File: src/rtl/cpu_out_buffer.sv
// Capture FIFO for the CPU output port: stores every out_signal word, drains via valid/ready.
// Tracks CPU halt and raises done once halted and every captured word has been read.
module cpu_out_buffer #(
  parameter int DEPTH = 16,
  parameter int WIDTH = 64
) (
  input  logic                     clk,
  input  logic                     reset,
  input  logic                     out_signal,
  input  logic [WIDTH-1:0]         out_data,
  input  logic                     halt,
  input  logic                     rd_ready,
  output logic                     rd_valid,
  output logic [WIDTH-1:0]         rd_data,
  output logic [$clog2(DEPTH):0]   count,
  output logic                     full,
  output logic                     empty,
  output logic                     overflow,
  input  logic                     clr_overflow,
  output logic                     done
);

  localparam int AW = $clog2(DEPTH);
  localparam logic [AW:0]   CNT_FULL = (AW+1)'(DEPTH);
  localparam logic [AW:0]   CNT_ONE  = (AW+1)'(1);
  localparam logic [AW-1:0] PTR_ONE  = AW'(1);

  typedef enum logic [1:0] {ST_RUN, ST_DRAIN, ST_DONE} state_t;

  state_t           r_state;
  state_t           w_state_nxt;
  logic [WIDTH-1:0] r_mem [DEPTH];
  logic [AW-1:0]    r_wp;
  logic [AW-1:0]    r_rp;
  logic [AW:0]      r_count;
  logic [AW:0]      w_count_nxt;
  logic             r_overflow;
  logic             w_push;
  logic             w_pop;
  logic             w_push_acc;
  logic             w_drop;

  assign count    = r_count;
  assign full     = (r_count == CNT_FULL);
  assign empty    = (r_count == '0);
  assign rd_valid = !empty;
  assign rd_data  = empty ? '0 : r_mem[r_rp];
  assign overflow = r_overflow;
  assign done     = (r_state == ST_DONE);

  assign w_push     = out_signal && (r_state == ST_RUN);
  assign w_pop      = rd_valid && rd_ready;
  // A pop in the same cycle frees the slot, so a full FIFO still takes the push.
  assign w_push_acc = w_push && (!full || w_pop);
  assign w_drop     = w_push && full && !w_pop;

  always_comb begin
    w_count_nxt = r_count;
    if (w_push_acc && !w_pop)
      w_count_nxt = r_count + CNT_ONE;
    else if (!w_push_acc && w_pop)
      w_count_nxt = r_count - CNT_ONE;
  end

  always_comb begin
    w_state_nxt = r_state;
    case (r_state)
      ST_RUN: begin
        if (halt)
          w_state_nxt = (w_count_nxt == '0) ? ST_DONE : ST_DRAIN;
      end
      ST_DRAIN: begin
        if (w_count_nxt == '0)
          w_state_nxt = ST_DONE;
      end
      ST_DONE:  w_state_nxt = ST_DONE;
      default:  w_state_nxt = ST_RUN;
    endcase
  end

  always_ff @(posedge clk or negedge reset) begin
    if (!reset) begin
      r_state    <= ST_RUN;
      r_wp       <= '0;
      r_rp       <= '0;
      r_count    <= '0;
      r_overflow <= 1'b0;
    end else begin
      r_state <= w_state_nxt;
      r_count <= w_count_nxt;
      if (w_push_acc)
        r_wp <= r_wp + PTR_ONE;
      if (w_pop)
        r_rp <= r_rp + PTR_ONE;
      // A fresh drop outranks a simultaneous clear.
      if (w_drop)
        r_overflow <= 1'b1;
      else if (clr_overflow)
        r_overflow <= 1'b0;
    end
  end

  always_ff @(posedge clk) begin
    if (w_push_acc)
      r_mem[r_wp] <= out_data;
  end

endmodule
File: config.mk
export PLATFORM = sky130hd
export DESIGN_NAME = cpu_out_buffer
export DESIGN_NICKNAME = d
export VERILOG_FILES = /design/src/rtl/cpu_out_buffer.sv
export SDC_FILE = /design/constraint.sdc
export NUM_CORES = 1
export LEC_CHECK = 0
export BUFFER_PORTS_ARGS = -buffer_cell sky130_fd_sc_hd__buf_2
export CORE_MARGIN = 5
export CORE_UTILIZATION = 59
export CTS_CLUSTER_SIZE = 14
export DETAILED_ROUTE_END_ITERATION = 6
export PLACE_DENSITY = 0.76
export SYNTH_ARGS = -nofsm -noshare
export SYNTH_HDL_FRONTEND = slang
export SYNTH_SLANG_ARGS = --single-unit
File: constraint.sdc
create_clock -name clk -period 9.6 [get_ports clk]
set_input_delay 1.92 -clock clk [delete_from_list [all_inputs] [get_ports clk]]
set_output_delay 1.92 -clock clk [all_outputs]
set_load 0.02 [all_outputs]
# --- Word-level counts from Yosys, hierarchy flattened ---
# Memories as Yosys holds them, arrays and structs flattened.
# Cells that the tools add are included.
totals:
  register_bits: 16
  ram_bits: 1024
  input_bits: 70
  out_inout_bits: 74
  wordCells: 43
  mem_count: 1
op_classes:
  addsub: 4
  eq_ne: 5
  n_mux: 11
  reduce_logical: 17
mem_list:
  columns: ["name", "depth", "word_bits", "read_ports", "rd_ports_with_merged_regs", "wr", "line", "source"]
  rows:
  - ["r_mem", 16, 64, 1, 0, 1, "32", "logic [WIDTH-1:0] r_mem [DEPTH];"]
ops:
  columns: ["cell", "n"]
  rows:
  - ["two-way mux 64 bit", 1]
  - ["logical NOT 5 bit", 2]
  - ["two-way mux 5 bit", 2]
  - ["adder 4 x 1 -> 4 bit (second input constant)", 2]
  - ["logical AND 1 bit", 7]
  - ["two-way mux 2 bit", 3]
  - ["one-hot mux 2 bit (3 select lines)", 1]
  - ["adder 5 x 1 -> 5 bit (second input constant)", 1]
  - ["== test 5 bit (second input constant)", 1]
  - ["subtractor 5 x 1 -> 5 bit (second input constant)", 1]
  - ["logical NOT 1 bit", 4]
  - ["two-way mux 1 bit", 4]
  - ["inequality test 2 bit (second input constant)", 2]
  - ["== test 2 x 1 -> 1 bit (second input constant)", 1]
  - ["== test 2 bit (second input constant)", 1]
  - ["logical NOT 2 bit", 1]
  - ["AND reduction 2 bit", 1]
  - ["nonzero test 2 bit", 1]
  - ["logical OR 1 bit", 1]

# --- Logic depth before layout (Yosys ltp) ---
logic_depth:
  word_depth: 13
  depth_mapped: 11
  ltp_nobuf: 9

# --- Least setup slack after synthesis ---
# OpenSTA, ideal clock, no wires.
synth_timing:
  path_kind: "input -> register"
  start: "input rd_ready"
  end: "memory r_mem[0][0], enable pin"
  setup_ps: 644
  arrival_time_ps: 8455
  t_required_ps: 8956
  path_slack_ps: 501
  cell_stages: 3
  path_buffers: 1
  path_cell_list: "clkbuf_1 o21ai_1 nor4_1"
synth_between:
  elab_chain_len: 5
synth_rtl:
  columns: ["element", "line", "source"]
  rows:
  - ["from (decl)", "12", "input logic rd_ready,"]
  - ["logical AND 1 bit", "52", "assign w_pop = rd_valid && rd_ready;"]
  - ["logical OR 1 bit", "54", "assign w_push_acc = w_push && (!full || w_pop);"]
  - ["logical AND 1 bit", "54", null]
  - ["two-way mux 1 bit", "104", "if (w_push_acc)"]
  - ["two-way mux 1 bit (implied by the code)", "105", "r_mem[r_wp] <= out_data;"]
  - ["to (decl)", "32", null]
# Every way passes these cells.

# --- Worst setup path after layout ---
layout_timing:
  start: "register r_rp[0]"
  end: "output rd_data[55]"
layout_between:
  elab_chain_len: 2
layout_rtl:
  columns: ["element", "line", "source"]
  rows:
  - ["from (decl)", "34", "logic [AW-1:0] r_rp;"]
  - ["from (signal assigned)", "94", "r_rp <= r_rp + PTR_ONE;"]
  - ["memory read (16 x 64 bit)", null, null]
  - ["two-way mux 64 bit", "47", "assign rd_data = empty ? '0 : r_mem[r_rp];"]
  - ["to (decl)", "14", "output logic [WIDTH-1:0] rd_data,"]
# Every way passes these cells.

==> impl_results.md <==
* Post-synth top area cell: edfxtp_1
* Worst setup path startpoint: r_rp[0]
* Postcts setup bufs at 0
* Worst Hold Launch: overflow
* Crit start category: register
* Initial drt markers at 2354
* P&R area growth vs syn at 12.8%
* Type of destination of the critical path: primary output
* Fin. max-slew vios at 0
* Most common cell in the synthesized netlist: edfxtp_1
* Final setup vio count at 0
* Drt drc at 0
* Max Root-Sink Buffers at 3
* Num CTS Buffers at 100
* GRT Total Usage at 0.243
* Tot Pwr at 8940 uW
* Antenna violations before repair at 11
* Routed wire length at about 90000 um
* Netlist cell types at 50
* Peak VDD IR at 0.133 mV
* Worst Hold Class: reg -> reg
* CP Data Required Time at 7680 ps
* Outcome: finished, final reports clean
* Leakage power at about 0.014 uW
* YS warnings at 0
* Reg clk slew, reported paths at 60 ps
* Share of cells above drive strength 1 at 0.348
* Routed Antenna Nets at 0
* Max cap viols at 0
* Storage element area at 31200 um^2
* Syn Inst Count at 1630
* Post-CTS Hold Fix Bufs at 0
* DP HPWL at 42500 um
* IO Pins at 144
* Setup CP Type: reg -> out
* Fin cells at 2780
* Post-layout min period at approximately 6000 ps
* Via count at around 18000
* Relative slew slack at 0.203
* Worst Clk Skew at 19.4 ps
* Post-synthesis async set-or-reset flop share at 0.0154
* Slew @ Worst Pin at about 1200 ps
* Top cells by area, synth: edfxtp_1 (77%), mux4_2 (18%), and2_1 (1.1%)
* Vias in the first global route at between 15000 and 20000
* Worst-Skew Late Latency at 650 ps
* Initial cell density of the core at 0.594
* Die Area at 73000 um^2
* # rows at 95
* Core area at ~67000 um^2
* DIE WIDTH at 270 um
* Mapped Area at 39900 um^2
* CTS Sinks at 1040
* Post-synth top area share at 0.770
* Pwr per Cell Area at 199 nW/um^2
* Synthesized Nets at 1711
* Top post-synthesis cells by count: edfxtp_1 (1024), mux4_2 (320), and2_1 (70), clkbuf_1 (59), buf_1 (24)
* DRT Pass-1 Iters at 5
* CTS tree: built
* Via density at 6.52
* GP Congestion at 0.775
* Sum Neg Setup Slack at 0 ps
* Port Buffer Count at 143
* RR Startpoint: count[0]
* WL/cell at 31.8 um
* FMAX at roughly 170 MHz
* Seq/Total Area, Yosys at 0.780
* Fin Hold WS at 549 ps
* Hold Vio Cnt, Final at 0
* Final #Nets at 1901
* RSZ-0062 raised after global routing: no
* #FFs+latches synth at about 1000
* Largest net degree at the start of global routing at 167
* Placed cells at around 2600
* GR Overflow Total at 0
* Post-synth EDFFs at approximately 1000
* PostCTS Resize Cnt at 0
* Syn avg cell area at approximately 24 um^2
* Crit path DAT at 4040 ps
* Multi-input logic area at 8440 um^2
* Synth Flop Type: edfxtp_1
* CTS H-tree lvls at 3
* Root buf cell: clkbuf_16
* Final Cycle Share at 0.621
* Fill cells at 4050
* First-pass GRT wire length at around 130000 um
* Chip Height at about 270 um
* Peak fanout along the critical path at 46
registers in the layout, indices dropped and copies added (netlist names):
register	cells
r_rp	4
r_wp	4
count	5
r_state	2
r_mem	1024
overflow	1
layout by cell type, fill, tap and decap left out, drive strengths merged, types with 5 or more instances in the layout:
cell,n
edfxtp,1024
nor2,8
clkinv,45
ha,11
nand2,9
nor3,6
dfrtp,16
inv,18
clkbuf,124
a21oi,5
buf,175
mux4,320
o21ai,5
bufinv,11
xnor2,5
and2,70
nor4,6
metal layers:
metal	part of all wire	vias to the layer above	track usage	wire length [um]
met5	0.00054	-	0	48
met4	0.021	8	0.0614	1820
met3	0.077	117	0.0426	6850
met2	0.52	914	0.414	46300
met1	0.38	9675	0.336	33300
li1	-	7398	-	-
critical path, cell delays in order, from the launching register on:
cell and delay [ps]:
dfrtp_4 1020, buf_4 810, mux4_2 610, mux4_2 510
and2_1 180, buf_2 150
power by group:
part           leakage [uW]  internal [uW]       switching (uW)
logic               0.00296           10.7                 59.4
clock network       0.00158           2260                 1630
registers           0.00940           4980  0.00000000000000383
stage by stage:
step / cell area, um^2 / setup slack (ps) / utilization
3_3_place_gp: 41800 / 4210 / 0.622
4_1_cts: 45000 / 3480 / 0.670
3_5_place_dp: 41800 / 4170 / 0.622
5_1_grt: 45000 / 3290 / 0.670
2_1_floorplan: 39900 / 501 / -
6_report: 45000 / 3640 / 0.671
worst paths after layout:
path                                 end  slack (ps)  depth (start not counted)
max                          rd_data[55]        3640                          5
max reg2reg                r_mem[15][42]        5230                          8
min reg2reg                     overflow         550                          2
min in group asynchronous     r_state[1]        1210                          1
max in group asynchronous        r_rp[3]        8040                          1
min                             overflow         550                          2
final cells by class:
class                   count  area share
flip-flops and latches   1040       0.692
multi-input cells         486       0.188
clock buffers             124      0.0590
well taps                 873      0.0243
repair buffers            175      0.0221
clock inverters            61      0.0134
inverters                  17     0.00144
diodes                      4    0.000222
logic make-up (layout without fill, tap and decap cells):
group | Yosys count | in the layout | synth area share
flops | 1040 | 1040 | 0.780
mux | 322 | 322 | 0.181
simple gates | 120 | 120 | 0.0183
buf+inv | 104 | 377 | 0.0104
compound gates | 27 | 27 | 0.00530
fa+ha+maj | 11 | 11 | 0.00345
xor+xnor | 6 | 6 | 0.00132
other cells | 0 | 4 | 0
Note: power is estimated with default switching activity, not from simulation.
